File: src/rtl/sdram_arbit.sv
// SDRAM command bus arbiter.
// Owns the bus through initialisation, then shares it between the
// auto-refresh, write and read requesters. Refresh always wins; when write
// and read collide they take turns.
module sdram_arbit #(
  parameter logic [3:0]  NOP_CMD   = 4'b0111,
  parameter logic [12:0] IDLE_ADDR = 13'd0
) (
  input  logic        sclk,
  input  logic        s_rst_n,
  input  logic [3:0]  init_cmd,
  input  logic [12:0] init_addr,
  input  logic        init_end,
  input  logic        ref_req,
  input  logic        ref_end,
  input  logic [3:0]  ref_cmd,
  input  logic [12:0] ref_addr,
  input  logic        wr_req,
  input  logic        wr_end,
  input  logic [3:0]  wr_cmd,
  input  logic [12:0] wr_addr,
  input  logic [1:0]  wr_bank,
  input  logic        rd_req,
  input  logic        rd_end,
  input  logic [3:0]  rd_cmd,
  input  logic [12:0] rd_addr,
  input  logic [1:0]  rd_bank,
  output logic        ref_en,
  output logic        wr_en,
  output logic        rd_en,
  output logic [3:0]  sdram_cmd,
  output logic [12:0] sdram_addr,
  output logic [1:0]  sdram_bank,
  output logic        sdram_cke,
  output logic [2:0]  arb_state
);

  typedef enum logic [2:0] {
    INIT  = 3'd0,
    ARBIT = 3'd1,
    AREF  = 3'd2,
    WRITE = 3'd3,
    READ  = 3'd4
  } state_t;

  // Which of write/read was served most recently; the other wins a tie.
  localparam logic LAST_WR = 1'b0;
  localparam logic LAST_RD = 1'b1;

  state_t state;
  state_t state_nxt;
  logic   last_rw;
  logic   last_rw_nxt;

  // Next-state decision: priority refresh, then write/read round-robin.
  always_comb begin
    state_nxt   = state;
    last_rw_nxt = last_rw;
    case (state)
      INIT: begin
        if (init_end) state_nxt = ARBIT;
      end
      ARBIT: begin
        if (ref_req) begin
          state_nxt = AREF;
        end else if (wr_req && (!rd_req || last_rw == LAST_RD)) begin
          state_nxt   = WRITE;
          last_rw_nxt = LAST_WR;
        end else if (rd_req) begin
          state_nxt   = READ;
          last_rw_nxt = LAST_RD;
        end
      end
      AREF: begin
        if (ref_end) state_nxt = ARBIT;
      end
      WRITE: begin
        if (wr_end) state_nxt = ARBIT;
      end
      READ: begin
        if (rd_end) state_nxt = ARBIT;
      end
      default: state_nxt = ARBIT;
    endcase
  end

  // State register with grants and clock enable registered alongside it.
  always_ff @(posedge sclk or negedge s_rst_n) begin
    if (!s_rst_n) begin
      state     <= INIT;
      last_rw   <= LAST_RD;
      ref_en    <= 1'b0;
      wr_en     <= 1'b0;
      rd_en     <= 1'b0;
      sdram_cke <= 1'b0;
    end else begin
      state     <= state_nxt;
      last_rw   <= last_rw_nxt;
      ref_en    <= (state_nxt == AREF);
      wr_en     <= (state_nxt == WRITE);
      rd_en     <= (state_nxt == READ);
      sdram_cke <= 1'b1;
    end
  end

  // Command bus mux driven straight from the registered state.
  always_comb begin
    sdram_cmd  = NOP_CMD;
    sdram_addr = IDLE_ADDR;
    sdram_bank = 2'b00;
    case (state)
      INIT: begin
        sdram_cmd  = init_cmd;
        sdram_addr = init_addr;
      end
      AREF: begin
        sdram_cmd  = ref_cmd;
        sdram_addr = ref_addr;
      end
      WRITE: begin
        sdram_cmd  = wr_cmd;
        sdram_addr = wr_addr;
        sdram_bank = wr_bank;
      end
      READ: begin
        sdram_cmd  = rd_cmd;
        sdram_addr = rd_addr;
        sdram_bank = rd_bank;
      end
      default: begin
        sdram_cmd  = NOP_CMD;
        sdram_addr = IDLE_ADDR;
      end
    endcase
  end

  assign arb_state = state;

endmodule

File: config.mk
export PLATFORM = sky130hd
export DESIGN_NAME = sdram_arbit
export DESIGN_NICKNAME = d
export VERILOG_FILES = /design/src/rtl/sdram_arbit.sv
export SDC_FILE = /design/constraint.sdc
export NUM_CORES = 1
export LEC_CHECK = 0
export BUFFER_PORTS_ARGS = -buffer_cell sky130_fd_sc_hd__buf_4
export CORE_UTILIZATION = 30
export DETAILED_ROUTE_END_ITERATION = 10
export PLACE_DENSITY = 0.73
export RECOVER_POWER = 25
export SYNTH_ARGS = -nofsm -noshare
export SYNTH_HDL_FRONTEND = slang
export SYNTH_SLANG_ARGS = --single-unit
File: constraint.sdc
create_clock -name sclk -period 5.6 [get_ports sclk]
set_clock_uncertainty 0.15 [all_clocks]
set_input_delay 1.68 -clock sclk [delete_from_list [all_inputs] [get_ports sclk]]
set_output_delay 1.68 -clock sclk [all_outputs]
set_load 0.005 [all_outputs]
After elaboration in Yosys (flattened, before gate mapping)
Index checks and enable logic that the tools add are counted.
Cells by class
  div/mod/pow operators: 0
  multiplexer cells: 13
  reductions and logical operators: 6
  $mul: 0
  $add $sub $neg: 0
  shifts and indexed selects: 0
  eq/ne operators: 7
  magnitude comparators: 0
  bitwise operators: 1
Operators by type and width (number)
  $pmux 13 s4: 1
  $mux 3: 7
  $pmux 4 s4: 1
  $pmux 3 s5: 1
  $eq 3x2->1 const B: 4
  $eq 3x3->1 const B: 2
  $pmux 2 s2: 1
  $eq 3x1->1 const B: 1
  $logic_not 3->1: 1
  $reduce_and 3->1: 1
  $mux 1: 2
  $reduce_bool 2->1: 1
  $logic_and 1x1->1: 1
  $logic_not 1->1: 1
  $logic_or 1x1->1: 1
  $not 1->1: 1
Word-level totals
  latch bits: 0
  register bits: 8
  memory bits (writable): 0
  output and inout port bits: 26
  bits in read-only memories: 0
  memories: 0
  logic and storage cells: 33

Longest topological paths before layout
Gate-level depths: netlist of the first run.
  depth in word-level cells: 7
  depth in mapped cells: 6

Worst setup path before layout of the first run
No wires, ideal clock.
  path kind: in2out
  from: input wr_cmd[2]
  to: output sdram_cmd[2]
  slack: 1706 ps
  cell stages on the path: 3
  buffers on the path: 0
  required time: 3770 ps
  data arrival time: 2064 ps
  cells stage by stage: mux2i_1 > a21oi_1 > o22a_1
On the way
  cells in the longest elaborated chain, start to end: 1
Ends and longest elaborated chain
  start: declaration: line 20  | input logic [3:0] wr_cmd,
  $pmux 4 s4: line 111  | case (state)
  end: declaration: line 31  | output logic [3:0] sdram_cmd,
Every way passes these cells.

Worst setup path in the final report of the first run
  from: input ref_addr[8]
  to: output sdram_addr[8]
On the way
  cells in the longest elaborated chain, start to end: 1
Ends and longest elaborated chain
  start: declaration: line 17  | input logic [12:0] ref_addr,
  $pmux 13 s4: line 111
  end: declaration: line 32  | output logic [12:0] sdram_addr,
Every way passes these cells.

==> impl_metrics.env, run 1 <==
export IMPL_path_class="input port to output port"
export IMPL_switching_share_pct=41.88
export IMPL_fp_dieW_um=58.19
export IMPL_finalHoldViolCount=0
export IMPL_rsz0062_at_grt="false"
export IMPL_clock_sinks=8
export IMPL_grt_max_degree=30
export IMPL_netlist_area_um2=947.2
export IMPL_cts_tree="yes"
export IMPL_synthesis_nets=213
export IMPL_postCtsResizedCells=0
export IMPL_clk_latency_ns=0.26
export IMPL_fillers=311
export IMPL_finalSetupTns_ns=0
export IMPL_numCtsBuffers=3
export IMPL_synth_distinct_cells=30
export IMPL_crit_required_ns=3.77
export IMPL_dpl_hpwl_um=2757
export IMPL_worstPathArrival_ns=2.39
export IMPL_synth_warnings=0
export IMPL_grt_pass1_wl_um=5464
export IMPL_cts_htree_levels=1
export IMPL_num_rows=20
export IMPL_overflow=0
export IMPL_vias=1319
export IMPL_crit_path_end_kind="output port"
export IMPL_syn_to_final_growth_pct=87.58
export IMPL_ir_worst_vdd_mv=0.1753
export IMPL_p_int_w=0.0003761
export IMPL_hp_class="flip-flop to flip-flop"
export IMPL_period_minus_slack_ns=4.221
export IMPL_hold_buffers=0
export IMPL_die_area_um2=3386
export IMPL_power_frac_seq_pct=16.6
export IMPL_worst_path_max_fanout=1
export IMPL_final_area_um2=1777
export IMPL_cp_start_kind="input port"
export IMPL_fin_crit_sh_pct=75.38
export IMPL_ioPinCount=107
export IMPL_clk_path_buf_depth=2
export IMPL_die_h_um=58.19
export IMPL_drt_initial_drc_count=76
export IMPL_post_dp_cell_area_um2=1758
export IMPL_avgRoutedWirePerCell_um=13.19
export IMPL_fin_util_pct=58.68
export IMPL_initial_core_util_pct=31.28
export IMPL_dr_pass1_iters=4
export IMPL_leakagePower_nw=0.8977
export IMPL_maxSlewViolCount=0
export IMPL_n_antenna_cell=0
export IMPL_drive_gt1_share_pct=48.93
export IMPL_synth_area_per_cell_um2=7.175
export IMPL_worstMarginPinSlew_ns=0.9942
export IMPL_netlist_instances=132
export IMPL_yosys_register_bits=8
export IMPL_outcome="finished, final reports clean"
export IMPL_fin_nets=315
export IMPL_p_sw_w=0.0002711
export IMPL_p_comb_share_pct=75.8
export IMPL_cts_setup_buffers=0
export IMPL_maxCapViolations=0
export IMPL_drc=0
export IMPL_routed_wirelength_um=3653
export IMPL_cts_root_buf="clkbuf_4"
export IMPL_grt_total_usage_pct=20.65
export IMPL_clkPwrFrac_pct=7.6
export IMPL_core_area_um2=3028
export IMPL_yosysSeqAreaShare_pct=21.27
export IMPL_viasPerCell=4.762
export IMPL_antenna_found_initial=0
export IMPL_setup_viol=0
export IMPL_relSlewSlack_pct=33.43
export IMPL_antenna_left=0
export IMPL_first_global_vias=1199
export IMPL_clk_pin_slew_worst_paths_ns=0.06
export IMPL_place_congestion=0.7729
export IMPL_powerDensity_nw_per_um2=364.3
export IMPL_numPortBuffers=106
export IMPL_fmax_ghz=0.2369
## layer usage
metal  share of wire [%]  wire length (um)  vias to the layer above  track usage (%)
li1                    -                 -                      667                -
met1                  40              1474                      591            25.58
met2                  51              1864                       53            36.78
met3                 6.4               232                        8            2.232
met4                 2.2                82                        0            7.483
met5                   0                 0                        -                0
## cells by family (layout without fill, tap and decap cells)
kind of cell	Yosys count	in the layout	synth area share, %
muxes	19	19	20.21
DFF	8	8	21.27
buffers and inverters	12	113	6.207
and+or+nand+nor	48	48	24.44
other	1	1	0.3959
AOI/OAI and AO/OA	44	44	27.48
## flip-flops by register name, summed over array words and instances, names as in the netlist
name,count
arb_state,3
last_rw,1
rd_en,1
ref_en,1
sdram_cke,1
wr_en,1
## cells in the final DEF (no fill, tap or decap), drive strengths merged, types with 2 or more instances in the layout
master,instances
nor3b,2
a21oi,18
or3b,2
mux2i,18
a31oi,2
nor3,3
buf,106
o21ai,16
clkbuf,6
nand2,16
o22a,3
nor2,20
dfrtp,7
## area by class of cell
type	count	area, um^2	area share [%]
well taps	44	55.05	3.099
repair buffers	108	803.3	45.21
inverters	1	3.754	0.2113
clock buffers	4	26.28	1.479
flip-flops and latches	8	201.4	11.34
multi-input cells	112	686.9	38.66
## final timing paths
| check | depth (start not counted) | slack, ns | start | endpoint |
|---|---|---|---|---|
| setup / recovery | 6 | 1.38 | ref_addr[8] | sdram_addr[8] |
| hold / removal | 2 | 0.39 | last_rw | last_rw |
| setup reg to reg | 3 | 3.53 | arb_state[2] | wr_en |
| hold reg to reg | 2 | 0.39 | last_rw | last_rw |
| max in group asynchronous | 1 | 3.77 | s_rst_n | last_rw |
| min in group asynchronous | 1 | 1.19 | s_rst_n | wr_en |
## synth_stat cells (all sizes together)
| cell type | count | area [um^2] |
|---|---|---|
| nor2b | 1 | 13.76 |
| or3b | 2 | 17.52 |
| o21bai | 1 | 7.510 |
| o221a | 1 | 20.02 |
| and2 | 1 | 6.260 |
| a21o | 1 | 7.510 |
| and3b | 1 | 8.760 |
| a21boi | 1 | 7.510 |
| inv | 1 | 3.750 |
| o21ai | 16 | 80.07 |
| nor2 | 20 | 75.07 |
| o22a | 3 | 26.28 |
| conb | 1 | 3.750 |
| clkbuf | 4 | 15.01 |
| nor4bb | 1 | 10.01 |
| nor3 | 3 | 15.01 |
| a21oi | 18 | 90.09 |
| buf | 7 | 40.03 |
| a22o | 1 | 8.760 |
| mux2 | 1 | 11.26 |
| nand3 | 1 | 5.000 |
| mux2i | 18 | 180.2 |
| a31oi | 2 | 12.51 |
| nor3b | 2 | 20.02 |
| dfrtp | 7 | 175.2 |
| dfstp | 1 | 26.28 |
| nand2 | 16 | 60.06 |
## worst max-delay path: stages
cell and delay (ns):
buf_4 0.11, mux2i_1 0.14, nor2_1 0.07, a21oi_1 0.12
o21ai_0 0.10, buf_4 0.17
## power groups by stage
stage	Clock [W]	Sequential (W)	Combinational (W)
6_report	0.0000492	0.000107	0.000491
5_1_grt	0.0000550	0.000112	0.000541
4_1_cts	0.0000522	0.000107	0.000495
3_5_place_dp	0	0.000108	0.000493
3_3_place_gp	0	0.000108	0.000490
2_1_floorplan	0	0.0000932	0.000293
## per-stage QoR
stage | setup slack (ns) | std cells | hold slack (ns) | total power (W)
2_1_floorplan | 1.706 | 132 | 0.3595 | 0.0003858
3_3_place_gp | 1.357 | 273 | 0.3677 | 0.0005977
3_5_place_dp | 1.370 | 273 | 0.3735 | 0.0006019
4_1_cts | 1.367 | 277 | 0.3824 | 0.0006549
5_1_grt | 1.148 | 277 | 0.4217 | 0.0007088
6_report | 1.379 | 277 | 0.3852 | 0.0006472
Note: power is estimated with default switching activity, not from simulation.
==> run 2: changes to the inputs <==
PLACE_DENSITY = 0.75   (was 0.73)
clock period = 3.7 ns   (was 5.6 ns; I/O delays follow)
==> impl_metrics.env, run 2 (same netlist as run 1, synthesis figures left out) <==
export IMPL_outcome="finished, final reports clean"
export IMPL_clock_sinks=8
export IMPL_relSlewSlack_pct=62.15
export IMPL_cts_root_buf="clkbuf_4"
export IMPL_r2r_cells=5
export IMPL_core_area_um2=3028
export IMPL_fin_nets=319
export IMPL_clkPwrFrac_pct=7.5
export IMPL_final_common_cell="buf_4"
export IMPL_cts_tree="yes"
export IMPL_numPortBuffers=106
export IMPL_numCtsBuffers=3
export IMPL_hp_start="last_rw"
export IMPL_die_area_um2=3386
export IMPL_die_h_um=58.19
export IMPL_place_congestion=0.7948
export IMPL_grt_pass1_wl_um=5547
export IMPL_worstMarginPinSlew_ns=0.5678
export IMPL_cp_start_kind="flip-flop"
export IMPL_power_frac_seq_pct=16.3
export IMPL_path_class="flip-flop to output port"
export IMPL_crit_path_end_kind="output port"
export IMPL_worst_path_max_fanout=18
export IMPL_reg2reg_from="arb_state[1]"
export IMPL_overflow=0
export IMPL_final_cell_mix="110 x buf_4, 20 x nor2_1, 18 x mux2i_1, 18 x a21oi_1, 16 x nand2_1"
export IMPL_fillers=301
export IMPL_p_comb_share_pct=76.2
export IMPL_vias=1338
export IMPL_leakagePower_nw=0.9215
export IMPL_syn_to_final_growth_pct=91.15
export IMPL_period_minus_slack_ns=3.240
export IMPL_maxSlewViolCount=0
export IMPL_holdPathEnd="last_rw"
export IMPL_maxCapViolations=0
export IMPL_antenna_left=0
export IMPL_first_global_vias=1197
export IMPL_drt_initial_drc_count=53
export IMPL_powerDensity_nw_per_um2=552.1
export IMPL_rrSetupSlack_ns=1.71
export IMPL_drive_gt1_share_pct=50.21
export IMPL_hold_buffers=0
export IMPL_fin_crit_sh_pct=87.55
export IMPL_clk_path_buf_depth=2
export IMPL_worstPathArrival_ns=1.98
export IMPL_finalSetupTns_ns=0
export IMPL_initial_core_util_pct=31.28
export IMPL_crit_required_ns=2.44
export IMPL_clk_pin_slew_worst_paths_ns=0.06
export IMPL_whs_path_depth=2
export IMPL_num_rows=20
export IMPL_timing_rr_end="arb_state[2]"
export IMPL_regArea_um2=201.4
export IMPL_clk_latency_ns=0.26
export IMPL_p_sw_w=0.0004125
export IMPL_largest_reg_flops=3
export IMPL_dpl_hpwl_um=2886
export IMPL_grt_max_degree=19
export IMPL_hp_class="flip-flop to flip-flop"
export IMPL_grt_total_usage_pct=21.02
export IMPL_fp_dieW_um=58.19
export IMPL_routed_wirelength_um=3672
export IMPL_antenna_found_initial=0
export IMPL_setup_viol=0
export IMPL_p_int_w=0.0005871
export IMPL_multi_input_area_um2=686.9
export IMPL_fmax_ghz=0.3087
export IMPL_switching_share_pct=41.27
export IMPL_n_antenna_cell=0
export IMPL_power_w=0.0009995
export IMPL_rsz0062_at_grt="false"
export IMPL_dr_pass1_iters=4
export IMPL_ir_worst_vdd_mv=0.2930
export IMPL_viasPerCell=4.762
export IMPL_crit_start="arb_state[1]"
export IMPL_drc=0
export IMPL_avgRoutedWirePerCell_um=13.07
export IMPL_cts_setup_buffers=0
export IMPL_finalHoldViolCount=0
export IMPL_ioPinCount=107
export IMPL_postCtsResizedCells=0
export IMPL_cts_htree_levels=1
## run 2: worst max-delay path, cell delays in order, from the launching register on
cell and delay, ns:
dfrtp_1 0.70, buf_4 0.37, mux2i_1 0.23, nor2_1 0.05, a21oi_1 0.11, o21ai_0 0.10
buf_4 0.15
## run 2: power groups by stage
stage | Combinational (W) | Sequential, W | Clock (W)
global route | 0.000834 | 0.000171 | 0.0000820
global placement | 0.000763 | 0.000163 | 0
CTS | 0.000767 | 0.000163 | 0.0000753
detailed placement | 0.000767 | 0.000164 | 0
finish | 0.000762 | 0.000163 | 0.0000750
floorplan | 0.000443 | 0.000141 | 0
## run 2: worst max path at each step
stage,to
floorplan,sdram_cmd[2]
global placement,sdram_cmd[1]
detailed placement,sdram_addr[0]
CTS,sdram_addr[4]
global route,sdram_addr[0]
finish,sdram_addr[0]
## run 2: area by class of cell
cell class | instances | area share (%)
Sequential cell | 8 | 11.13
Tap cell | 44 | 3.041
Timing Repair Buffer | 112 | 46.23
Multi-Input combinational cell | 112 | 37.94
Inverter | 1 | 0.2073
Clock buffer | 4 | 1.451
## run 2: through the flow
stage	std cells	setup WS [ns]	instance area [um^2]	hold WS (ns)	util (%)
after global placement	277	0.6858	1788	0.3711	59.05
final	281	0.4605	1810	0.3927	59.79
after CTS	281	0.4636	1814	0.3855	59.92
after detailed placement	277	0.6720	1788	0.3771	59.05
after global routing	281	0.2680	1810	0.4325	59.79
after floorplan	132	0.9463	947.2	0.3595	-
## run 2: metal layers
| metal | vias to the layer above | GRT usage, % | share of wire [%] | wire length, um |
|---|---|---|---|---|
| met5 | - | 0 | 0 | 0 |
| met3 | 9 | 2.679 | 5.8 | 212 |
| met4 | 0 | 3.061 | 1.4 | 51 |
| met2 | 52 | 40.89 | 52 | 1912 |
| li1 | 679 | - | - | - |
| met1 | 598 | 24.73 | 41 | 1496 |
==> run 3: changes to the inputs <==
CORE_MARGIN = 3   (was unset)
PLACE_DENSITY = 0.79   (was 0.75)
==> impl_metrics.env, run 3 (same netlist as run 1, synthesis figures left out) <==
export IMPL_ir_worst_vdd_mv=0.2744
export IMPL_worstMarginPinSlew_ns=0.6370
export IMPL_worstPathArrival_ns=1.91
export IMPL_fmax_ghz=0.3155
export IMPL_leakagePower_nw=0.9145
export IMPL_n_antenna_cell=0
export IMPL_fin_nets=319
export IMPL_syn_to_final_growth_pct=90.09
export IMPL_drc=0
export IMPL_period_minus_slack_ns=3.169
export IMPL_cp_start_kind="flip-flop"
export IMPL_relSlewSlack_pct=57.53
export IMPL_final_cell_mix="109 x buf_4, 20 x nor2_1, 18 x mux2i_1, 18 x a21oi_1, 16 x nand2_1"
export IMPL_place_congestion=0.8396
export IMPL_rsz0062_at_grt="false"
export IMPL_postCtsResizedCells=0
export IMPL_clk_path_buf_depth=2
export IMPL_setup_viol=0
export IMPL_path_class="flip-flop to output port"
export IMPL_grt_max_degree=20
export IMPL_drt_initial_drc_count=63
export IMPL_drive_gt1_share_pct=49.37
export IMPL_outcome="finished, final reports clean"
export IMPL_grt_total_usage_pct=18.19
export IMPL_clock_sinks=8
export IMPL_dpl_hpwl_um=3058
export IMPL_clk_pin_slew_worst_paths_ns=0.05
export IMPL_antenna_found_initial=0
export IMPL_timing_rr_end="last_rw"
export IMPL_finalSetupTns_ns=0
export IMPL_holdPathEnd="last_rw"
export IMPL_clk_latency_ns=0.26
export IMPL_holdWs_ns=0.3880
export IMPL_core_area_um2=2877
export IMPL_fin_crit_sh_pct=85.65
export IMPL_crit_path_end_kind="output port"
export IMPL_largest_reg_flops=3
export IMPL_grt_pass1_wl_um=5920
export IMPL_fp_dieW_um=62.19
export IMPL_ioPinCount=107
export IMPL_r2r_cells=5
export IMPL_numCtsBuffers=3
export IMPL_antenna_left=0
export IMPL_cts_tree="yes"
export IMPL_reg2reg_from="arb_state[2]"
export IMPL_rrSetupSlack_ns=1.71
export IMPL_final_common_cell="buf_4"
export IMPL_hp_class="flip-flop to flip-flop"
export IMPL_viasPerCell=4.928
export IMPL_avgRoutedWirePerCell_um=13.28
export IMPL_num_rows=19
export IMPL_maxCapViolations=0
export IMPL_overflow=0
export IMPL_cts_htree_levels=1
export IMPL_numPortBuffers=106
export IMPL_worst_path_max_fanout=14
export IMPL_dr_pass1_iters=4
export IMPL_crit_required_ns=2.44
export IMPL_die_h_um=62.19
export IMPL_maxSlewViolCount=0
export IMPL_die_area_um2=3868
export IMPL_hp_start="last_rw"
export IMPL_hold_buffers=0
export IMPL_routed_wirelength_um=3706
export IMPL_power_w=0.0009905
export IMPL_finalHoldViolCount=0
export IMPL_cts_setup_buffers=0
export IMPL_vias=1375
export IMPL_cts_root_buf="clkbuf_4"
export IMPL_initial_core_util_pct=32.93
export IMPL_first_global_vias=1267
export IMPL_powerDensity_nw_per_um2=550.1
export IMPL_whs_path_depth=2
[run 3: routing by layer]
layer / global-route usage, % / share of wire [%]
met1: 21.95 / 40
met2: 33.06 / 52
met3: 3.784 / 6.7
met4: 3.867 / 0.92
met5: 0 / 0
[run 3: area by class of cell]
class / count / area (um^2)
well taps: 42 / 52.55
repair buffers: 112 / 829.5
fillers: 279 / 1076
flip-flops and latches: 8 / 201.4
multi-input cells: 112 / 686.9
clock buffers: 4 / 26.28
inverters: 1 / 3.754
[run 3: power breakdown]
part / internal [W] / switching, W
Combinational: 0.000423 / 0.000310
Sequential: 0.000120 / 0.0000662
Clock: 0.0000413 / 0.0000299
Total: 0.000584 / 0.000406
[run 3: critical path, cell delays in order (launching register included)]
cell and delay [ns]:
dfrtp_1 0.60, buf_4 0.32, and2_0 0.15, buf_4 0.20, a21oi_1 0.08, o21ai_0 0.16
buf_4 0.14
[run 3: how the worst max path moves through the flow]
stage	startpoint	end	slack (ns)	cells past startpoint
detailed placement	wr_cmd[2]	sdram_cmd[2]	0.64	5
global route	arb_state[1]	sdram_addr[3]	0.36	6
floorplan	wr_cmd[2]	sdram_cmd[2]	0.95	3
global placement	wr_cmd[2]	sdram_cmd[2]	0.61	5
CTS	arb_state[1]	sdram_addr[10]	0.52	6
finish	arb_state[1]	sdram_addr[10]	0.53	6
[run 3: stage by stage]
stage / worst slack (ns) / util, % / std cells / area (um^2)
floorplan: 0.9463 / - / 132 / 947.2
global placement: 0.6091 / 62.07 / 275 / 1785
detailed placement: 0.6360 / 62.07 / 275 / 1785
CTS: 0.5217 / 62.98 / 279 / 1812
global route: 0.3616 / 62.59 / 279 / 1800
finish: 0.5309 / 62.59 / 279 / 1800
